==> src/rtl/imem_loader_pkg.sv <==
// Shared types and constants for the boot-time instruction-memory loader.
package imem_loader_pkg;

  typedef enum logic [1:0] {
    StCopy,
    StVerify,
    StDone
  } state_e;

  localparam logic [31:0] Nop = 32'h0000_0013;

  localparam int unsigned DefAddrW = 14;

endpackage

==> src/rtl/imem_loader.sv <==
// Copies WORDS boot-ROM words into SPRAM instruction memory, then hands the port to fetch.
// Define IMEM_LOADER_VERIFY_EN to add a readback pass that raises a sticky boot_error.
module imem_loader
  import imem_loader_pkg::*;
#(
  parameter int unsigned WORDS  = 1024,
  parameter int unsigned ADDR_W = DefAddrW
) (
  input  logic              clk,
  input  logic              rst,
  output logic [ADDR_W-1:0] rom_addr_o,
  input  logic [31:0]       rom_data_i,
  output logic [ADDR_W-1:0] imem_addr_o,
  output logic              imem_wr_en_o,
  output logic [31:0]       imem_data_in_o,
  input  logic [31:0]       imem_data_out_i,
  input  logic [ADDR_W-1:0] fetch_addr_i,
  output logic [31:0]       fetch_data_o,
  output logic              boot_done_o,
  output logic              boot_error_o
);

  // One bit wider than the address so WORDS = 2**ADDR_W still terminates.
  typedef logic [ADDR_W:0] cnt_t;
  localparam cnt_t WordsC = cnt_t'(WORDS);
  localparam cnt_t LastC  = cnt_t'(WORDS - 1);

  state_e            state_q;
  cnt_t              rd_q;
  logic              pend_q;
  logic [ADDR_W-1:0] pend_addr_q;
  logic              done_q;
  logic              issue;
  logic              last;

  // issue: a ROM read goes out this cycle; pend_q: its data is consumed next cycle.
  assign issue = (state_q != StDone) && (rd_q < WordsC);
  assign last  = pend_q && ({1'b0, pend_addr_q} == LastC);

`ifdef IMEM_LOADER_VERIFY_EN
  logic err_q;
  assign boot_error_o = err_q;
`else
  assign boot_error_o = 1'b0;
`endif

  always_ff @(posedge clk or posedge rst) begin
    if (rst) begin
      state_q     <= StCopy;
      rd_q        <= '0;
      pend_q      <= 1'b0;
      pend_addr_q <= '0;
      done_q      <= 1'b0;
`ifdef IMEM_LOADER_VERIFY_EN
      err_q       <= 1'b0;
`endif
    end else begin
      pend_q <= issue;
      if (issue) begin
        pend_addr_q <= rd_q[ADDR_W-1:0];
        rd_q        <= rd_q + cnt_t'(1);
      end
      unique case (state_q)
        StCopy: begin
          if (last) begin
`ifdef IMEM_LOADER_VERIFY_EN
            state_q <= StVerify;
            rd_q    <= '0;
`else
            state_q <= StDone;
            done_q  <= 1'b1;
`endif
          end
        end
`ifdef IMEM_LOADER_VERIFY_EN
        StVerify: begin
          if (pend_q && (rom_data_i != imem_data_out_i)) begin
            err_q <= 1'b1;
          end
          if (last) begin
            state_q <= StDone;
            done_q  <= 1'b1;
          end
        end
`endif
        StDone: ;
        default: state_q <= StCopy;
      endcase
    end
  end

  always_comb begin
    rom_addr_o     = '0;
    imem_addr_o    = pend_addr_q;
    imem_wr_en_o   = 1'b0;
    imem_data_in_o = rom_data_i;
    fetch_data_o   = Nop;
    unique case (state_q)
      StCopy: begin
        if (issue) rom_addr_o = rd_q[ADDR_W-1:0];
        imem_wr_en_o = pend_q;
      end
      StVerify: begin
        if (issue) begin
          rom_addr_o  = rd_q[ADDR_W-1:0];
          imem_addr_o = rd_q[ADDR_W-1:0];
        end
      end
      StDone: begin
        imem_addr_o  = fetch_addr_i;
        fetch_data_o = imem_data_out_i;
      end
      default: ;
    endcase
  end

  assign boot_done_o = done_q;

endmodule

==> config.mk <==
export PLATFORM = sky130hd
export DESIGN_NAME = imem_loader
export DESIGN_NICKNAME = d
export VERILOG_FILES = /design/src/rtl/imem_loader_pkg.sv /design/src/rtl/imem_loader.sv
export SDC_FILE = /design/constraint.sdc
export NUM_CORES = 1
export LEC_CHECK = 0
export ABC_AREA = 1
export CAP_MARGIN = 15
export CORE_ASPECT_RATIO = 0.9
export CORE_MARGIN = 2
export CORE_UTILIZATION = 36
export DETAILED_ROUTE_END_ITERATION = 8
export PLACE_DENSITY = 0.88
export SKIP_CTS_REPAIR_TIMING = 1
export SYNTH_ARGS = -nofsm -noshare
export SYNTH_HDL_FRONTEND = slang
export SYNTH_SLANG_ARGS = --single-unit
==> constraint.sdc <==
create_clock -name clk -period 3.7 [get_ports clk]
set_clock_uncertainty 0.15 [all_clocks]
set_input_delay 0.74 -clock clk [delete_from_list [all_inputs] [get_ports clk]]
set_output_delay 0.74 -clock clk [all_outputs]
set_load 0.03 [all_outputs]
[Word-level counts from Yosys, hierarchy flattened]
Index checks and enable logic that the tools add are counted.
Operators by class
  add/sub/neg operators: 1
  $lt $le $gt $ge: 1
  equal/unequal tests: 5
  muxes and demuxes: 8
  bitwise logic cells: 1
  reduce and logical (&&, ||, !) cells: 6
Operator list (number)
  two-way mux 14 bit: 3
  two-way mux 32 bit: 1
  case mux 14 bit (2 select lines): 1
  adder 15 x 1 -> 15 bit, second input constant: 1
  less-than comparator 15 x 11 -> 1 bit, second input constant: 1
  == test 14 x 10 -> 1 bit, second input constant: 1
  != test 2 bit, second input constant: 2
  case mux 2 bit (2 select lines): 1
  AND reduction 2 bit: 2
  == test 2 x 1 -> 1 bit, second input constant: 1
  == test 2 bit, second input constant: 1
  logical AND 1 bit: 2
  zero test 2 bit: 1
  two-way mux 2 bit: 1
  OR reduction 2 bit: 1
  two-way mux 1 bit: 1
  NOT 1 bit: 1
Word-level totals
  flip-flop bits (word level): 33
  input bits: 80
  logic and storage cells: 27

[Longest topological paths before layout]
Gate-level depths: netlist of run 1.
  depth in word-level cells: 4
  mapped depth: 8

[Least setup slack after synthesis of run 1]
OpenSTA, ideal clock, no wires.
  kind: register to output
  start point: reg state_q[1]
  end point: out imem_addr_o[10]
  data arrival time: 1.305 ns
  required time: 2.810 ns
  slack: 1.505 ns
  cell stages (with the launch flop): 3
  buffers on the path: 1
  path through: dfrtp_1 clkbuf_1 o21ai_0
On the way
  cells in the longest elaborated chain, start to end: 4
RTL lines
  start, declared: line imem_loader.sv:28  | state_e state_q;
  start signal, assigned: line imem_loader.sv:49  | state_q <= StCopy;
  start signal, assigned: line imem_loader.sv:70  | state_q <= StDone;
  start signal, assigned: line imem_loader.sv:87  | default: state_q <= StCopy;
  != test 2 bit: line imem_loader.sv:37  | assign issue = (state_q != StDone) && (rd_q < WordsC);
  logical AND 1 bit: line imem_loader.sv:37
  two-way mux 14 bit
  case mux 14 bit (2 select lines) *: line imem_loader.sv:98  | unique case (state_q)
  end, declared: line imem_loader.sv:13  | output logic [ADDR_W-1:0] imem_addr_o,
Every way passes the cells marked *; elsewhere a longest branch is shown, timed or not.

[Worst setup path in the final report of run 1]
  start point: reg state_q[1]
  end point: out rom_addr_o[4]
On the way
  cells in the longest elaborated chain, start to end: 4
RTL lines
  != test 2 bit: line imem_loader.sv:37
  logical AND 1 bit: line imem_loader.sv:37
  two-way mux 14 bit: line imem_loader.sv:100, imem_loader.sv:104
  two-way mux 14 bit *
  end, declared: line imem_loader.sv:11  | output logic [ADDR_W-1:0] rom_addr_o,
Marked as above.

==> results of run 1 <==
## sequential cells by signal (all words and copies together) (netlist names)
signal and cells:
boot_done_o 1, rd_q 15, pend_q 1, state_q 1, pend_addr_q 14
## layout make-up
cell class,instances,share of cell area
clock buffers,6,0.0238
clock inverters,1,0.00164
inverters,67,0.0826
multi-input cells,152,0.247
flip-flops and latches,32,0.263
well taps,70,0.0288
repair buffers,108,0.353
## cells in the mapped netlist
| cell type | number | share of area |
|---|---|---|
| dfrtp_1 | 32 | 0.38 |
| nand2_1 | 77 | 0.14 |
| nand3_1 | 6 | 0.014 |
| nand4_1 | 3 | 0.0088 |
| o21ai_1 | 2 | 0.0047 |
| nand3_4 | 1 | 0.0082 |
| clkbuf_1 | 5 | 0.0088 |
| o21ai_0 | 15 | 0.035 |
| nor2_1 | 16 | 0.028 |
| inv_1 | 66 | 0.12 |
| xor2_1 | 6 | 0.025 |
| nor3_1 | 1 | 0.0023 |
| nor2_8 | 1 | 0.0094 |
| buf_2 | 5 | 0.012 |
| ha_1 | 1 | 0.0059 |
| buf_6 | 2 | 0.011 |
| conb_1 | 1 | 0.0018 |
| inv_2 | 1 | 0.0018 |
| nand2_2 | 2 | 0.0059 |
| nand4_2 | 1 | 0.0059 |
| nor2_4 | 3 | 0.016 |
| nor2_2 | 1 | 0.0029 |
| buf_4 | 37 | 0.13 |
| o21bai_1 | 8 | 0.028 |
| or2_2 | 3 | 0.0088 |
## worst paths after layout
kind | end | start | slack (ns) | cells past startpoint
min | rd_q[12] | rd_q[12] | 0.25 | 0
min in group asynchronous | pend_addr_q[4] | rst | 0.70 | 3
min reg2reg | rd_q[12] | rd_q[12] | 0.25 | 0
max in group asynchronous | state_q[1] | rst | 2.39 | 3
max reg2reg | rd_q[9] | state_q[1] | 2.01 | 6
max | rom_addr_o[4] | state_q[1] | 0.53 | 6
## metrics by stage
| step | std cells | worst slack (ns) | total power, uW |
|---|---|---|---|
| after floorplan | 300 | 1.50 | 437 |
| after CTS | 436 | 0.522 | 676 |
| after global placement | 429 | 0.750 | 421 |
| after detailed placement | 429 | 0.745 | 421 |
| after global routing | 436 | 0.411 | 696 |
| final | 436 | 0.530 | 668 |
## critical path, delay by kind of cell (launching register included)
kind	cells	cell delay [ns]
buffers and inverters	2	0.74
flip-flops	1	0.56
AND/OR/NAND/NOR	4	0.68
## per-layer routing
metal,vias up,wire length [um],GRT usage
met3,6,709,0.0893
met5,-,0,0
met2,103,2890,0.306
met1,870,2180,0.201
met4,0,68,0.0524
li1,949,-,-
## cells by family (layout without fill, tap and decap cells)
kind of cell             Yosys count  in the layout  synth area share
buffers and inverters            116            182             0.279
flip-flops                        32             32             0.375
other                              1              5           0.00176
AO/OA/AOI/OAI                     25             25            0.0680
AND/OR/NAND/NOR                  115            115             0.246
adder cells (fa/ha/maj)            1              1           0.00586
XOR/XNOR                           6              6            0.0246
## power by group
group          total [uW]  internal [uW]  switching (uW)
logic                64.0           43.6            20.4
registers             350            350               0
clock network         254            128             126
total                 668            521             147
==> flow_metrics.env, run 1 <==
export IMPL_status="completed"
export IMPL_start_kind="flop"
export IMPL_report_final_slew_viol_count=0
export IMPL_die_area_mm2=0.00656
export IMPL_critPathMaxStageDelay_ns=0.66
export IMPL_avgSynthCellArea_um2=7.21
export IMPL_ant_nets=0
export IMPL_cts_sinks=32
export IMPL_grt_start_max_net_pins=33
export IMPL_drc=0
export IMPL_rows=26
export IMPL_overflow=0
export IMPL_final_layout_size_suffix_gt1_frac=0.0628
export IMPL_cts_path_max_buffers=2
export IMPL_via_per_inst=4.42
export IMPL_port_buffers=105
export IMPL_cts_buffers=5
export IMPL_seq_area_frac_synth=0.375
export IMPL_final_common_cell="clkdlybuf4s50_1"
export IMPL_synth_cell_types=25
export IMPL_drt_iter0_drc=128
export IMPL_core_mm2=0.00569
export IMPL_worstSetupPathType="flop to output port"
export IMPL_setup_viol=0
export IMPL_fin_hold_ws_ns=0.247
export IMPL_n_fill_cell=527
export IMPL_crit_arrival_ns=2.28
export IMPL_place_area_mm2=0.00297
export IMPL_wl_per_cell_um=13.4
export IMPL_antennaDiodeCount=0
export IMPL_grt_usage=0.181
export IMPL_cp_required_ns=2.81
export IMPL_cts_tree="done"
export IMPL_syn_area_mm2=0.00213
export IMPL_dp_hpwl_um=4840
export IMPL_grt_setup_unrepaired="no"
export IMPL_die_h_um=77.1
export IMPL_cts_max_level=2
export IMPL_final_cell_mix="clkdlybuf4s50_1 (105), nand2_1 (77), inv_1 (66)"
export IMPL_via_count=1928
export IMPL_syn_to_final_growth_pct=42.7
export IMPL_antenna_found_initial=0
export IMPL_final_nets=447
export IMPL_ys_warn_count=0
export IMPL_endpoint_kind="output port"
export IMPL_drv_cap=0
export IMPL_postLayoutCellArea_mm2=0.00305
export IMPL_final_core_util=0.535
export IMPL_period_share=0.857
export IMPL_hold_path_class="flop to flop"
export IMPL_die_w_um=85.2
export IMPL_clk_latency_ns=0.29
export IMPL_crit_path_top_delay_cell="clkdlybuf4s50_1"
export IMPL_path_cells="nor2_4, nand2_2, nor2_8, nand2_1, inv_1, clkdlybuf4s50_1"
export IMPL_p_leak_uw=0.00164
export IMPL_peakVddDrop_mv=0.127
export IMPL_wl_um=5850
export IMPL_period_needed_ns=3.17
export IMPL_fmax_mhz=315
export IMPL_cp_max_fo=25
export IMPL_final_seq_area_um2=802
export IMPL_boundaryPins=175
export IMPL_cts_root_buf="clkbuf_8"
export IMPL_grt_pass1_vias=1826
export IMPL_start_util=0.375
export IMPL_grt_pass1_wl_um=9250
export IMPL_final_setup_tns_ns=0
export IMPL_syn_inst=296
export IMPL_clkSlewWorstSetupHoldPaths_ns=0.06
export IMPL_finalWeightedCongestion=0.830
export IMPL_multi_input_area_um2=753
export IMPL_first_pass_iters=4
export IMPL_p_per_area_mw_per_mm2=219
export IMPL_hold_violations=0
export IMPL_synth_seq_cells=32
No activity file was read; power rests on OpenSTA's default activity.
==> inputs of run 2 (changes only) <==
--- a/config.mk
+++ b/config.mk
@@ -8,11 +8,11 @@
 export ABC_AREA = 1
 export CAP_MARGIN = 15
 export CORE_ASPECT_RATIO = 0.9
-export CORE_MARGIN = 2
 export CORE_UTILIZATION = 36
 export DETAILED_ROUTE_END_ITERATION = 8
 export PLACE_DENSITY = 0.88
 export SKIP_CTS_REPAIR_TIMING = 1
+export SLEW_MARGIN = 15
 export SYNTH_ARGS = -nofsm -noshare
 export SYNTH_HDL_FRONTEND = slang
 export SYNTH_SLANG_ARGS = --single-unit
==> flow_metrics.env, run 2 (synthesized netlist as in run 1, its figures left out) <==
export IMPL_status="completed"
export IMPL_antennaDiodeCount=0
export IMPL_setup_viol=0
export IMPL_port_buffers=105
export IMPL_largest_reg_flops=15
export IMPL_regMostFlops="rd_q"
export IMPL_cts_sinks=32
export IMPL_overflow=0
export IMPL_die_area_mm2=0.00624
export IMPL_antenna_found_initial=0
export IMPL_period_needed_ns=3.18
export IMPL_die_h_um=75.1
export IMPL_grt_start_max_net_pins=58
export IMPL_drv_cap=0
export IMPL_finalWeightedCongestion=0.806
export IMPL_crit_arrival_ns=2.29
export IMPL_final_nets=446
export IMPL_hold_depth=0
export IMPL_path_cells="buf_4, inv_1, or2_2, clkdlybuf4s50_1"
export IMPL_crit_path_top_delay_cell="clkdlybuf4s50_1"
export IMPL_dp_hpwl_um=4930
export IMPL_wl_per_cell_um=13.7
export IMPL_final_seq_area_um2=802
export IMPL_die_w_um=83.2
export IMPL_final_cell_mix="clkdlybuf4s50_1 (105), nand2_1 (77), inv_1 (66)"
export IMPL_ant_nets=0
export IMPL_report_final_slew_viol_count=0
export IMPL_drc=0
export IMPL_cts_path_max_buffers=2
export IMPL_reg_top3="rd_q (15), pend_addr_q (14)"
export IMPL_top_usage_layer="met2"
export IMPL_use_met1=0.211
export IMPL_boundaryPins=175
export IMPL_grt_pass1_vias=1827
export IMPL_cp_required_ns=2.81
export IMPL_p_per_area_mw_per_mm2=230
export IMPL_grtUsageMet3=0.0921
export IMPL_final_layout_size_suffix_gt1_frac=0.0630
export IMPL_critPathMaxStageDelay_ns=0.60
export IMPL_first_pass_iters=4
export IMPL_n_fill_cell=522
export IMPL_start_util=0.375
export IMPL_final_common_cell="clkdlybuf4s50_1"
export IMPL_hold_violations=0
export IMPL_endpoint_kind="output port"
export IMPL_multi_input_area_um2=753
export IMPL_core_mm2=0.00569
export IMPL_syn_to_final_growth_pct=43.2
export IMPL_via_count=1929
export IMPL_period_share=0.858
export IMPL_grt_usage=0.193
export IMPL_clkSlewWorstSetupHoldPaths_ns=0.06
export IMPL_drt_iter0_drc=90
export IMPL_cts_root_buf="clkbuf_8"
export IMPL_grt_setup_unrepaired="no"
export IMPL_fmax_mhz=315
export IMPL_final_setup_tns_ns=0
export IMPL_start_kind="flop"
export IMPL_clk_latency_ns=0.28
export IMPL_rr_worst_depth=6
export IMPL_rows=26
export IMPL_via_per_inst=4.43
export IMPL_grt_pass1_wl_um=8980
export IMPL_peakVddDrop_mv=0.134
export IMPL_cts_max_level=2
export IMPL_cts_tree="done"
export IMPL_cp_max_fo=57
export IMPL_hold_path_class="flop to flop"
export IMPL_wl_um=5970
export IMPL_met2_usage=0.330
export IMPL_fin_hold_ws_ns=0.252
export IMPL_p_leak_uw=0.00164
export IMPL_cts_buffers=5
export IMPL_worstSetupPathType="flop to output port"
[run 2: changes by cell type in the layout (fill, tap and decap cells not counted), sizes merged]
cell | previous run | this run
clkbuf | 6 | 7
buf | 3 | 2
clkinv | 1 | 0
[run 2: critical path, delay by kind of cell, from the launching register on]
kind                   cells  cell delay, ns
and+or+nand+nor            1            0.35
DFF                        1            0.38
buffers and inverters      3            1.27
[run 2: through the flow]
stage / power, uW / area [um2] / util / cells / setup WS (ns)
2_1_floorplan: 437 / 2150 / - / 300 / 1.50
3_3_place_gp: 421 / 2960 / 0.520 / 428 / 0.705
3_5_place_dp: 421 / 2960 / 0.520 / 428 / 0.713
4_1_cts: 708 / 3060 / 0.537 / 435 / 0.500
5_1_grt: 725 / 3060 / 0.537 / 435 / 0.390
6_report: 702 / 3060 / 0.537 / 435 / 0.524
[run 2: area by class of cell]
| type | count | share of cell area |
|---|---|---|
| repair buffers | 107 | 0.349 |
| inverters | 67 | 0.0823 |
| clock buffers | 7 | 0.0315 |
| flip-flops and latches | 32 | 0.262 |
| multi-input cells | 152 | 0.246 |
| well taps | 70 | 0.0287 |
[run 2: worst paths after layout]
kind                             from               to  slack [ns]
setup / recovery           state_q[1]  fetch_data_o[1]        0.52
hold / removal               rd_q[12]         rd_q[12]        0.25
setup reg to reg           state_q[1]       state_q[1]        1.96
hold reg to reg              rd_q[12]         rd_q[12]        0.25
max in group asynchronous         rst       state_q[1]        2.41
min in group asynchronous         rst      boot_done_o        0.69
[run 2: where the power goes]
group,internal (uW),leakage (uW),total (uW),switching [uW]
Combinational,43.6,0.00117,64.3,20.7
Sequential,350,0.000416,350,0
Clock,165,0.0000503,287,122
Total,559,0.00164,702,143
[run 2: layer usage]
layer  part of all wire  up-vias
met4              0.016        0
met3               0.11        9
met2               0.48      106
met5                  0        -
li1                   -      949
met1               0.39      865
==> inputs of run 3 (changes only) <==
--- a/config.mk
+++ b/config.mk
@@ -11,6 +11,7 @@
 export CORE_UTILIZATION = 36
 export DETAILED_ROUTE_END_ITERATION = 8
 export PLACE_DENSITY = 0.88
+export REMOVE_ABC_BUFFERS = 1
 export SKIP_CTS_REPAIR_TIMING = 1
 export SLEW_MARGIN = 15
 export SYNTH_ARGS = -nofsm -noshare
==> flow_metrics.env, run 3 (synthesized netlist as in run 1, its figures left out) <==
export IMPL_p_sw_frac=0.212
export IMPL_peakVddDrop_mv=0.134
export IMPL_via_count=1953
export IMPL_cts_root_buf="clkbuf_8"
export IMPL_cp_max_fo=24
export IMPL_p_per_area_mw_per_mm2=225
export IMPL_endpoint_kind="output port"
export IMPL_top_usage_layer="met2"
export IMPL_antenna_found_initial=0
export IMPL_cts_buffers=5
export IMPL_hold_violations=0
export IMPL_grt_pass1_wl_um=9550
export IMPL_final_setup_tns_ns=0
export IMPL_reg_top3="rd_q (15), pend_addr_q (14)"
export IMPL_grtUsageMet3=0.133
export IMPL_finalWeightedCongestion=0.744
export IMPL_regMostFlops="rd_q"
export IMPL_fmax_mhz=314
export IMPL_place_area_mm2=0.00296
export IMPL_final_nets=446
export IMPL_p_int_uw=541
export IMPL_cp_required_ns=2.81
export IMPL_die_area_mm2=0.00624
export IMPL_die_w_um=83.2
export IMPL_die_h_um=75.1
export IMPL_drc=0
export IMPL_worstSetupPathType="flop to output port"
export IMPL_use_met1=0.231
export IMPL_cts_max_level=2
export IMPL_ant_nets=0
export IMPL_hp_start="rd_q[12]"
export IMPL_rr_worst_depth=6
export IMPL_endpoint="rom_addr_o[0]"
export IMPL_antennaDiodeCount=0
export IMPL_p_seq_frac=0.509
export IMPL_wl_per_cell_um=14.5
export IMPL_cts_tree="done"
export IMPL_period_share=0.860
export IMPL_p_leak_uw=0.00164
export IMPL_overflow=0
export IMPL_dp_hpwl_um=5150
export IMPL_postLayoutCellArea_mm2=0.00305
export IMPL_dp_cells=428
export IMPL_cts_sinks=32
export IMPL_boundaryPins=175
export IMPL_comb_power_share=0.092
export IMPL_largest_reg_flops=15
export IMPL_report_final_slew_viol_count=0
export IMPL_clkPwrFrac=0.399
export IMPL_start_util=0.375
export IMPL_setup_viol=0
export IMPL_clkSlewWorstSetupHoldPaths_ns=0.07
export IMPL_final_cell_mix="clkdlybuf4s50_1 (105), nand2_1 (77), inv_1 (66)"
export IMPL_fin_hold_ws_ns=0.253
export IMPL_p_sw_uw=146
export IMPL_wl_um=6310
export IMPL_syn_to_final_growth_pct=43.0
export IMPL_r2r_start="state_q[1]"
export IMPL_r2r_end="rd_q[9]"
export IMPL_clk_latency_ns=0.28
export IMPL_grt_setup_unrepaired="no"
export IMPL_drt_iter0_drc=42
export IMPL_drv_cap=0
export IMPL_cts_path_max_buffers=2
export IMPL_rrSetupSlack_ns=1.99
export IMPL_status="completed"
export IMPL_core_mm2=0.00569
export IMPL_crit_arrival_ns=2.29
export IMPL_rows=26
export IMPL_p_total_uw=687
export IMPL_final_layout_size_suffix_gt1_frac=0.0656
export IMPL_hold_path_class="flop to flop"
export IMPL_startpoint="state_q[1]"
export IMPL_port_buffers=105
export IMPL_final_common_cell="clkdlybuf4s50_1"
export IMPL_period_needed_ns=3.18
export IMPL_grt_pass1_vias=1856
export IMPL_start_kind="flop"
export IMPL_stdcell_count=436
export IMPL_via_per_inst=4.48
export IMPL_grt_start_max_net_pins=36
export IMPL_first_pass_iters=5
export IMPL_met2_usage=0.333
export IMPL_grt_usage=0.207
-- run 3: changes by cell type in the layout (fill, tap and decap cells not counted), sizes merged --
cell / before / now
clkbuf: 7 / 6
clkinv: 0 / 2
-- run 3: final cells by class --
cell class	count	area (um2)
multi-input cells	152	753
fillers	530	2640
repair buffers	107	1070
clock buffers	6	82.6
inverters	67	251
well taps	70	87.6
flip-flops and latches	32	802
clock inverters	2	10.0
-- run 3: power groups by stage --
stage          combinational, uW  sequential (uW)  clock [uW]
2_1_floorplan               11.7              356           0
3_3_place_gp                63.2              356           0
3_5_place_dp                63.5              356           0
4_1_cts                     63.7              350         279
5_1_grt                     68.3              350         295
6_report                    63.2              350         274
-- run 3: worst max-delay path: stages, from the launching register on --
cell             delay [ns]
dfrtp_2                0.58
nor2_4                 0.19
nand2_2                0.11
nor2_8                 0.24
nand2_1                0.15
inv_1                  0.08
clkdlybuf4s50_1        0.66
-- run 3: metrics by stage --
step / setup WS [ns] / util
after floorplan: 1.02 / -
after global placement: 0.793 / 0.520
after detailed placement: 0.756 / 0.520
after CTS: 0.498 / 0.536
after global routing: 0.372 / 0.536
final: 0.517 / 0.536
-- run 3: worst min-delay path by stage --
stage	to	cells past startpoint	slack [ns]
detailed placement	rd_q[12]	0	0.24
global route	rd_q[12]	0	0.27
finish	rd_q[12]	0	0.25
global placement	rd_q[11]	0	0.23
floorplan	rd_q[11]	0	0.22
CTS	rd_q[12]	0	0.25
-- run 3: routing by layer --
metal	up-vias	share of wire
met2	122	0.45
met4	0	0.0082
met5	-	0
met3	7	0.14
met1	870	0.40
li1	954	-
